==> config.mk <==
export PLATFORM = sky130hd
export DESIGN_NAME = cdb_arbiter
export DESIGN_NICKNAME = d
export VERILOG_FILES = /design/src/rtl/cdb_arbiter.sv
export SDC_FILE = /design/constraint.sdc
export NUM_CORES = 1
export LEC_CHECK = 0
export BUFFER_PORTS_ARGS = -buffer_cell sky130_fd_sc_hd__buf_2
export CORE_MARGIN = 4
export CORE_UTILIZATION = 40
export CTS_BUF_LIST = sky130_fd_sc_hd__clkbuf_16
export DETAILED_ROUTE_END_ITERATION = 6
export PLACE_DENSITY = 0.79
export SLEW_MARGIN = 25
export SYNTH_ARGS = -nofsm -noshare
export SYNTH_HDL_FRONTEND = slang
export SYNTH_SLANG_ARGS = --single-unit
==> constraint.sdc <==
create_clock -name clk -period 6.05 [get_ports clk]
set_input_delay 1.21 -clock clk [delete_from_list [all_inputs] [get_ports clk]]
set_output_delay 1.21 -clock clk [all_outputs]
set_load 0.01 [all_outputs]
==> src/rtl/cdb_arbiter.sv <==
// Round-robin arbiter that picks one FU per cycle for the common data bus and
// registers its payload onto cdb with a one-hot grant and a saturating broadcast count.
`ifndef NUM_CDBBITS
`define NUM_CDBBITS 33
`endif
`ifndef CDB_ON_FIELD
`define CDB_ON_FIELD (`NUM_CDBBITS-1)
`endif

module cdb_arb_lane #(
  parameter int PAYLOAD_W = 32
) (
  input  logic                 sel,
  input  logic [PAYLOAD_W-1:0] payload,
  output logic [PAYLOAD_W-1:0] gated
);
  assign gated = sel ? payload : '0;
endmodule

module cdb_arbiter #(
  parameter int PAYLOAD_W = `NUM_CDBBITS-1,
  parameter int NUM_FU    = 5
) (
  input  logic                        clk,
  input  logic                        rst,
  input  logic                        flush,
  input  logic [NUM_FU-1:0]           req,
  input  logic [NUM_FU*PAYLOAD_W-1:0] payload,
  output logic [PAYLOAD_W:0]          cdb,
  output logic [NUM_FU-1:0]           grant,
  output logic [15:0]                 bcast_count
);
  localparam int IDX_W = 3;

  logic [IDX_W-1:0]                    ptr;
  logic [NUM_FU-1:0]                   elig;
  logic [2*NUM_FU-1:0]                 elig2;
  logic                                found;
  logic [IDX_W-1:0]                    off;
  logic [IDX_W:0]                      sum;
  logic [IDX_W-1:0]                    win;
  logic [NUM_FU-1:0]                   win_oh;
  logic [IDX_W-1:0]                    ptr_nxt;
  logic [NUM_FU-1:0][PAYLOAD_W-1:0]    gated;
  logic [PAYLOAD_W-1:0]                win_pl;

  // Rotate the eligible set so the pointer lands at bit 0, then take the first set bit.
  always_comb begin
    elig  = req & ~grant;
    elig2 = {elig, elig} >> ptr;
    found = 1'b0;
    off   = '0;
    for (int k = 0; k < NUM_FU; k++) begin
      if (!found && elig2[k]) begin
        found = 1'b1;
        off   = IDX_W'(k);
      end
    end
    sum = {1'b0, ptr} + {1'b0, off};
    if (sum >= (IDX_W+1)'(NUM_FU)) sum = sum - (IDX_W+1)'(NUM_FU);
    win     = sum[IDX_W-1:0];
    win_oh  = found ? (NUM_FU'(1) << win) : '0;
    ptr_nxt = (win == IDX_W'(NUM_FU-1)) ? '0 : win + 1'b1;
  end

  for (genvar g = 0; g < NUM_FU; g++) begin : g_lane
    cdb_arb_lane #(.PAYLOAD_W(PAYLOAD_W)) u_lane (
      .sel     (win_oh[g]),
      .payload (payload[g*PAYLOAD_W +: PAYLOAD_W]),
      .gated   (gated[g])
    );
  end

  always_comb begin
    win_pl = '0;
    for (int k = 0; k < NUM_FU; k++) win_pl = win_pl | gated[k];
  end

  always_ff @(posedge clk) begin
    if (rst) begin
      cdb         <= '0;
      grant       <= '0;
      ptr         <= '0;
      bcast_count <= '0;
    end else if (flush) begin
      cdb   <= '0;
      grant <= '0;
    end else if (found) begin
      cdb   <= {1'b1, win_pl};
      grant <= win_oh;
      ptr   <= ptr_nxt;
      if (bcast_count != 16'hFFFF) bcast_count <= bcast_count + 16'd1;
    end else begin
      cdb   <= '0;
      grant <= '0;
    end
  end
endmodule

==> results.txt, run 1 <==
run status: finished, violations left
area growth from synthesis to layout: 40.10%
FP Rows: 34
H-tree Lvls: 3
filler-free cell count of the finished design: 720
largest stage delay on the critical path: 500 ps
post-route DRC violation count: 4
clk root buf: clkbuf_16
GR Util All Layers: 23.09%
total of hold buffers inserted after clock tree synthesis: 0
most common library cell in the layout ignoring fill and taps: buf_2
IO Count: 222
total power of the final layout: 0.002975 W
met3 Use GR: 6.834%
number of clock buffers inserted by TritonCTS: 9
Max IR drop VDD: 359.3 uV
power per cell area: 589.7 nW/um2
Yosys warnings: 0
remaining number of nets flagged by the antenna check after routing: 0
crit path max fanout: 19
Post CTS Setup Buffer Count: 0
portion of synthesized cell area occupied by the leading cell type: 31.69%
cell area after synthesis: 3601 um2
crit-path cells: buf_2 -> or3b_4 -> a21oi_2 -> o31a_2 -> o21ai_0 -> a32o_1 -> ha_1 -> fa_1 -> inv_1 -> ha_1 -> nor2b_1 -> o31ai_1 -> a21oi_1 -> xnor2_1 -> inv_1 -> ha_1 -> buf_4 -> a22o_1 -> a222oi_1 -> nor2_1
CP Data Arrival Time: 5480 ps
core occupancy in the finished layout: 57.85%
met2 Track Usage GR: 39.17%
Post-Place Cells: 703
Final Worst Setup Slack: 757.1 ps
count of routing violations after the opening detailed-route iteration: 305
clock-pin slew on the worst setup and hold paths: 50 ps
effective utilization at floorplan: 41.29%
buffer depth of the longest clock path: 2
Final HPWL DP: 10100 um
number of global-route vias before repair: 3957
Async S/R FF share, synth: 0%
commonest non-fill, non-tap cells in the layout: buf_2, dfxtp_1, nor2_1, mux2_2
maximum operating frequency: 188.9 MHz
sequential element share of the synthesized area: 31.69%
endpoints failing setup: 0
die footprint: 10580 um2
Max-Slew Margin vs Limit: 55.84%
clock latency reported for the late side of the worst-skew pair: 320 ps
kind of cell with the highest combined delay on the critical path: compound AO/OA/AOI/OAI gates
sink count of the clock tree: 57
number of antenna violations at the first check in global routing: 1
Post-synth EDFFs: 0
RePlAce Congestion: 0.8612
horizontal extent of the die: 102.9 um
number of slew-limit violations in the final report: 0
max-cap violations: 0
vias: 4121
transition time at the pin with the least slew margin: 661.4 ps
TritonRoute pass-1 iters: 7
buffer and inverter count on the worst path: 4
dominant cell type by area after synthesis: dfxtp_1
total of buffers placed on input and output ports: 221
gate count of the mapped netlist: 398
Critical-path top delay cell: fa_1
largest net degree at the start of global routing: 37
biggest area contributors in the synthesized netlist: dfxtp_1, mux2_2, a222oi_1, a22o_1, nor2_1
number of synthesized register bits: 57
violated checks: DRC
met1 layer usage reported by global route: 27.75%
cell with the most instances on the worst path: ha_1
portion of the clock cycle consumed by the worst path in the final layout: 87.49%
setup repair after global routing missed its margin: false
Worst Skew: 8.029 ps
final hold violation count: 0
type of the most critical hold path: flip-flop to flip-flop
WS Path Type: primary input to flip-flop
Die Y: 102.9 um
Tmin final: 5293 ps
final total negative setup slack: 0 ps
Core ar.: 8721 um2
fraction of final layout cells with drive strength greater than 1: 47.46%
total routed wirelength: 12980 um
endpoint kind of the worst setup timing path: flip-flop
element type at the critical path start: primary input
nets: 786
Post-Syn Nets: 578
number of cells upsized or downsized after cts: 0
average routed wire per standard cell: 18.03 um
vias per cell: 5.724
mean post-synth cell area: 9.048 um2
most instantiated flip-flop cell in the synthesis netlist: dfxtp_1
Unique masters post-synth: 56
busiest layer in global routing: met2
Setup WS pre-CTS: 469.6 ps
total global routing overflow: 0
CTS tree: done
data required time at the worst endpoint: 6240 ps
Lkg Pwr: 2.404 nW
global-route wire length before repair: 19330 um
[cell usage after synthesis (4+ instances only)]
cell       n
a21oi_1   19
a222oi_1  32
a22o_1    32
and3_1     5
buf_2      8
clkbuf_1  21
dfxtp_1   57
ha_1      11
inv_1     11
mux2_2    33
nand2_1   11
nand2b_1   5
nand3_1    9
nand3b_1   4
nor2_1    45
nor2b_1    7
nor3_1     5
o21ai_0    4
o21ai_1    4
o31ai_1    9
or3_1      4
or4_1      8
[state kept, by name, summed over array words and instances (netlist names)]
signal	count
grant	5
ptr	3
bcast_count	16
cdb	33
[final timing paths]
path                                        end  slack [ps]  cells past startpoint       startpoint
worst max-delay path                    cdb[27]         760                     20           req[2]
worst min-delay path            bcast_count[15]         500                      2  bcast_count[15]
worst max register to register          cdb[27]        1100                     19           ptr[1]
worst min register to register  bcast_count[15]         500                      2  bcast_count[15]
[power breakdown]
part | internal, W | switching (W)
logic | 0.000922 | 0.00110
registers | 0.000440 | 0.0000393
clock network | 0.000310 | 0.000163
[final cells by class]
cell class	count	area, um2
diodes	1	2.502
clock buffers	9	225.2
clock inverters	7	55.05
fillers	793	3676
inverters	13	48.80
multi-input cells	293	2248
flip-flops and latches	57	1141
well taps	108	135.1
repair buffers	232	1189
[stage by stage]
stage                     area [um2]  hold slack, ps
final                           5045           501.9
after global routing            5045           552.0
after CTS                       5042           505.0
after detailed placement        4762           496.0
after global placement          4762           485.1
after floorplan                 3601           508.0
[kinds of logic after synthesis]
group	share of synthesized area, %
adders and majority gates	4.378
DFF	31.69
buffers and inverters	6.115
muxes	12.30
and+or+nand+nor	17.23
xor gates and xnor gates	0.2433
AOI/OAI and AO/OA	28.04
[tightest hold or removal path: stages, from the launching register on]
cell and delay (ps):
dfxtp_1 320, inv_1 70, a211oi_1 60
[routing by layer]
metal,part of all wire [%],vias up
met5,0,-
met4,2.5,0
met3,8.2,28
met2,51,193
met1,38,1932
li1,-,1968
(Power assumes the default switching activity.)
==> run 2, diff against run 1 <==
- CORE_UTILIZATION: 40 -> 44
- PLACE_DENSITY: 0.79 -> 0.86
==> run 2 against run 1 <==
The flow still finishes with violations (DRC). Largest power group unchanged. Final cell count fell by 0.28%. Sequential share of layout area barely moved. First-iteration DRC count rose by 19%. Highest routed layer unchanged. Maximum frequency fell by 0.67%. Final area fell by 0.15%.
==> results.txt, run 2 (same netlist as run 1, synthesis figures left out) <==
run status: finished, violations left (unchanged)
violated checks: DRC (unchanged)
largest net degree at the start of global routing: 36 (was 37)
depth of the worst register-to-register path: 19 (unchanged)
Final HPWL DP: 10390 um (was 10100 um)
number of cells upsized or downsized after cts: 0 (unchanged)
nets: 789 (was 786)
TritonRoute pass-1 iters: 7 (unchanged)
final total negative setup slack: 0 ps (unchanged)
final hold violation count: 0 (unchanged)
crit-path cells: buf_2 -> or3b_4 -> a21oi_2 -> o31a_2 -> o21ai_0 -> a32o_1 -> ha_1 -> fa_1 -> inv_1 -> ha_1 -> nor2b_1 -> o31ai_1 -> a21oi_1 -> xnor2_1 -> inv_1 -> ha_1 -> buf_4 -> a22o_1 -> a222oi_1 -> nor2_1 (unchanged)
total routed wirelength: 13210 um (was 12980 um)
vias per cell: 5.819 (was 5.724)
type of the most critical hold path: flip-flop to flip-flop (unchanged)
effective utilization at floorplan: 45.89% (was 41.29%)
Sequential Area: 1141 um2 (unchanged)
total of hold buffers inserted after clock tree synthesis: 0 (unchanged)
Final Worst Setup Slack: 721.1 ps (was 757.1 ps)
commonest non-fill, non-tap cells in the layout: buf_2, dfxtp_1, nor2_1, mux2_2 (unchanged)
number of slew-limit violations in the final report: 0 (unchanged)
number of filler instances in the final layout: 704 (was 793)
Critical-path top delay cell: fa_1 (unchanged)
power per cell area: 586.6 nW/um2 (was 589.7 nW/um2)
endpoints failing setup: 0 (unchanged)
Max-Slew Margin vs Limit: 41.57% (was 55.84%)
buffer and inverter count on the worst path: 4 (unchanged)
remaining number of nets flagged by the antenna check after routing: 0 (unchanged)
total global routing overflow: 0 (unchanged)
endpoint kind of the worst setup timing path: flip-flop (unchanged)
core occupancy in the finished layout: 64.19% (was 57.85%)
CP Data Arrival Time: 5500 ps (was 5480 ps)
Lkg Pwr: 2.404 nW (about the same)
cell with the most instances on the worst path: ha_1 (unchanged)
CTS tree: done (unchanged)
RePlAce Congestion: 0.9130 (was 0.8612)
Worst Skew: 6.837 ps (was 8.029 ps)
clk root buf: clkbuf_16 (unchanged)
Post CTS Setup Buffer Count: 0 (unchanged)
average routed wire per standard cell: 18.40 um (was 18.03 um)
Max IR drop VDD: 384.1 uV (was 359.3 uV)
crit path max fanout: 18 (was 19)
count of routing violations after the opening detailed-route iteration: 363 (was 305)
total power of the final layout: 0.002955 W (was 0.002975 W)
fraction of final layout cells with drive strength greater than 1: 47.72% (was 47.46%)
data required time at the worst endpoint: 6230 ps (was 6240 ps)
kind of cell with the highest combined delay on the critical path: compound AO/OA/AOI/OAI gates (unchanged)
element type at the critical path start: primary input (unchanged)
instance count along the most critical hold path: 2 (unchanged)
IO Count: 222 (unchanged)
maximum operating frequency: 187.7 MHz (was 188.9 MHz)
flop2flop setup slack: 1130 ps (was 1100 ps)
number of clock buffers inserted by TritonCTS: 9 (unchanged)
H-tree Lvls: 3 (unchanged)
die footprint: 9695 um2 (was 10580 um2)
portion of the clock cycle consumed by the worst path in the final layout: 88.08% (was 87.49%)
horizontal extent of the die: 98.47 um (was 102.9 um)
worst hold-check slack: 509.5 ps (was 501.9 ps)
clock-pin slew on the worst setup and hold paths: 50 ps (about the same)
vias: 4178 (was 4121)
clock latency reported for the late side of the worst-skew pair: 320 ps (about the same)
WS Path Type: primary input to flip-flop (unchanged)
Tmin final: 5329 ps (was 5293 ps)
total of buffers placed on input and output ports: 221 (unchanged)
transition time at the pin with the least slew margin: 869.8 ps (was 661.4 ps)
post-route DRC violation count: 10 (was 4)
area growth from synthesis to layout: 39.89% (was 40.10%)
Die Y: 98.47 um (was 102.9 um)
FP Rows: 32 (was 34)
most common library cell in the layout ignoring fill and taps: buf_2 (unchanged)
number of antenna violations at the first check in global routing: 2 (was 1)
largest stage delay on the critical path: 520 ps (was 500 ps)
GR Util All Layers: 26.08% (was 23.09%)
global-route wire length before repair: 20890 um (was 19330 um)
largest reg by FF count: cdb (unchanged)
max FFs per register: 33 (unchanged)
max-cap violations: 0 (unchanged)
Setup WS pre-CTS: 467.1 ps (was 469.6 ps)
Largest regs: cdb: 33 flops, bcast_count: 16 flops, grant: 5 flops (unchanged)
Core ar.: 7848 um2 (was 8721 um2)
number of stages on the worst setup path: 20 (unchanged)
area of the multi-input gates: 2248 um2 (unchanged)
buffer depth of the longest clock path: 2 (unchanged)
number of global-route vias before repair: 4367 (was 3957)
sink count of the clock tree: 57 (unchanged)
setup repair after global routing missed its margin: false (unchanged)
run 2: per-layer routing:
layer,global-route usage (%),share of wire (%)
met5,0,0
met3,5.732,7.7
met4,9.349,2.1
met1,30.80,38
met2,46.33,52
run 2: worst paths after layout:
path,from,end
max reg2reg,ptr[1],cdb[10]
max,req[2],cdb[10]
min,bcast_count[15],bcast_count[15]
min reg2reg,bcast_count[15],bcast_count[15]
run 2: layout make-up:
class                           instances  share of cell area, %
Inverter                               13                 0.9687
Timing Repair Buffer                  235                  24.04
Clock inverter                          7                 0.5961
Antenna cell                            2                0.09935
Sequential cell                        57                  22.65
Tap cell                              102                  2.534
Clock buffer                            9                  4.471
Multi-Input combinational cell        293                  44.63
run 2: report_power, final:
part,internal [W],switching [W],total [W]
sequential,0.000440,0.0000382,0.000478
combinational,0.000947,0.00110,0.00205
clock,0.000268,0.000164,0.000431
total,0.00166,0.00130,0.00296
run 2: per-stage QoR:
stage	instances	instance area, um2
2_1_floorplan	398	3601
3_3_place_gp	700	4777
3_5_place_dp	700	4777
4_1_cts	716	5032
5_1_grt	718	5037
6_report	718	5037
run 2: tightest hold or removal path, delay by kind of cell (launching register included):
family	cells	cell delay (ps)
DFF	1	320
AOI/OAI and AO/OA	1	60
buffers and inverters	1	70
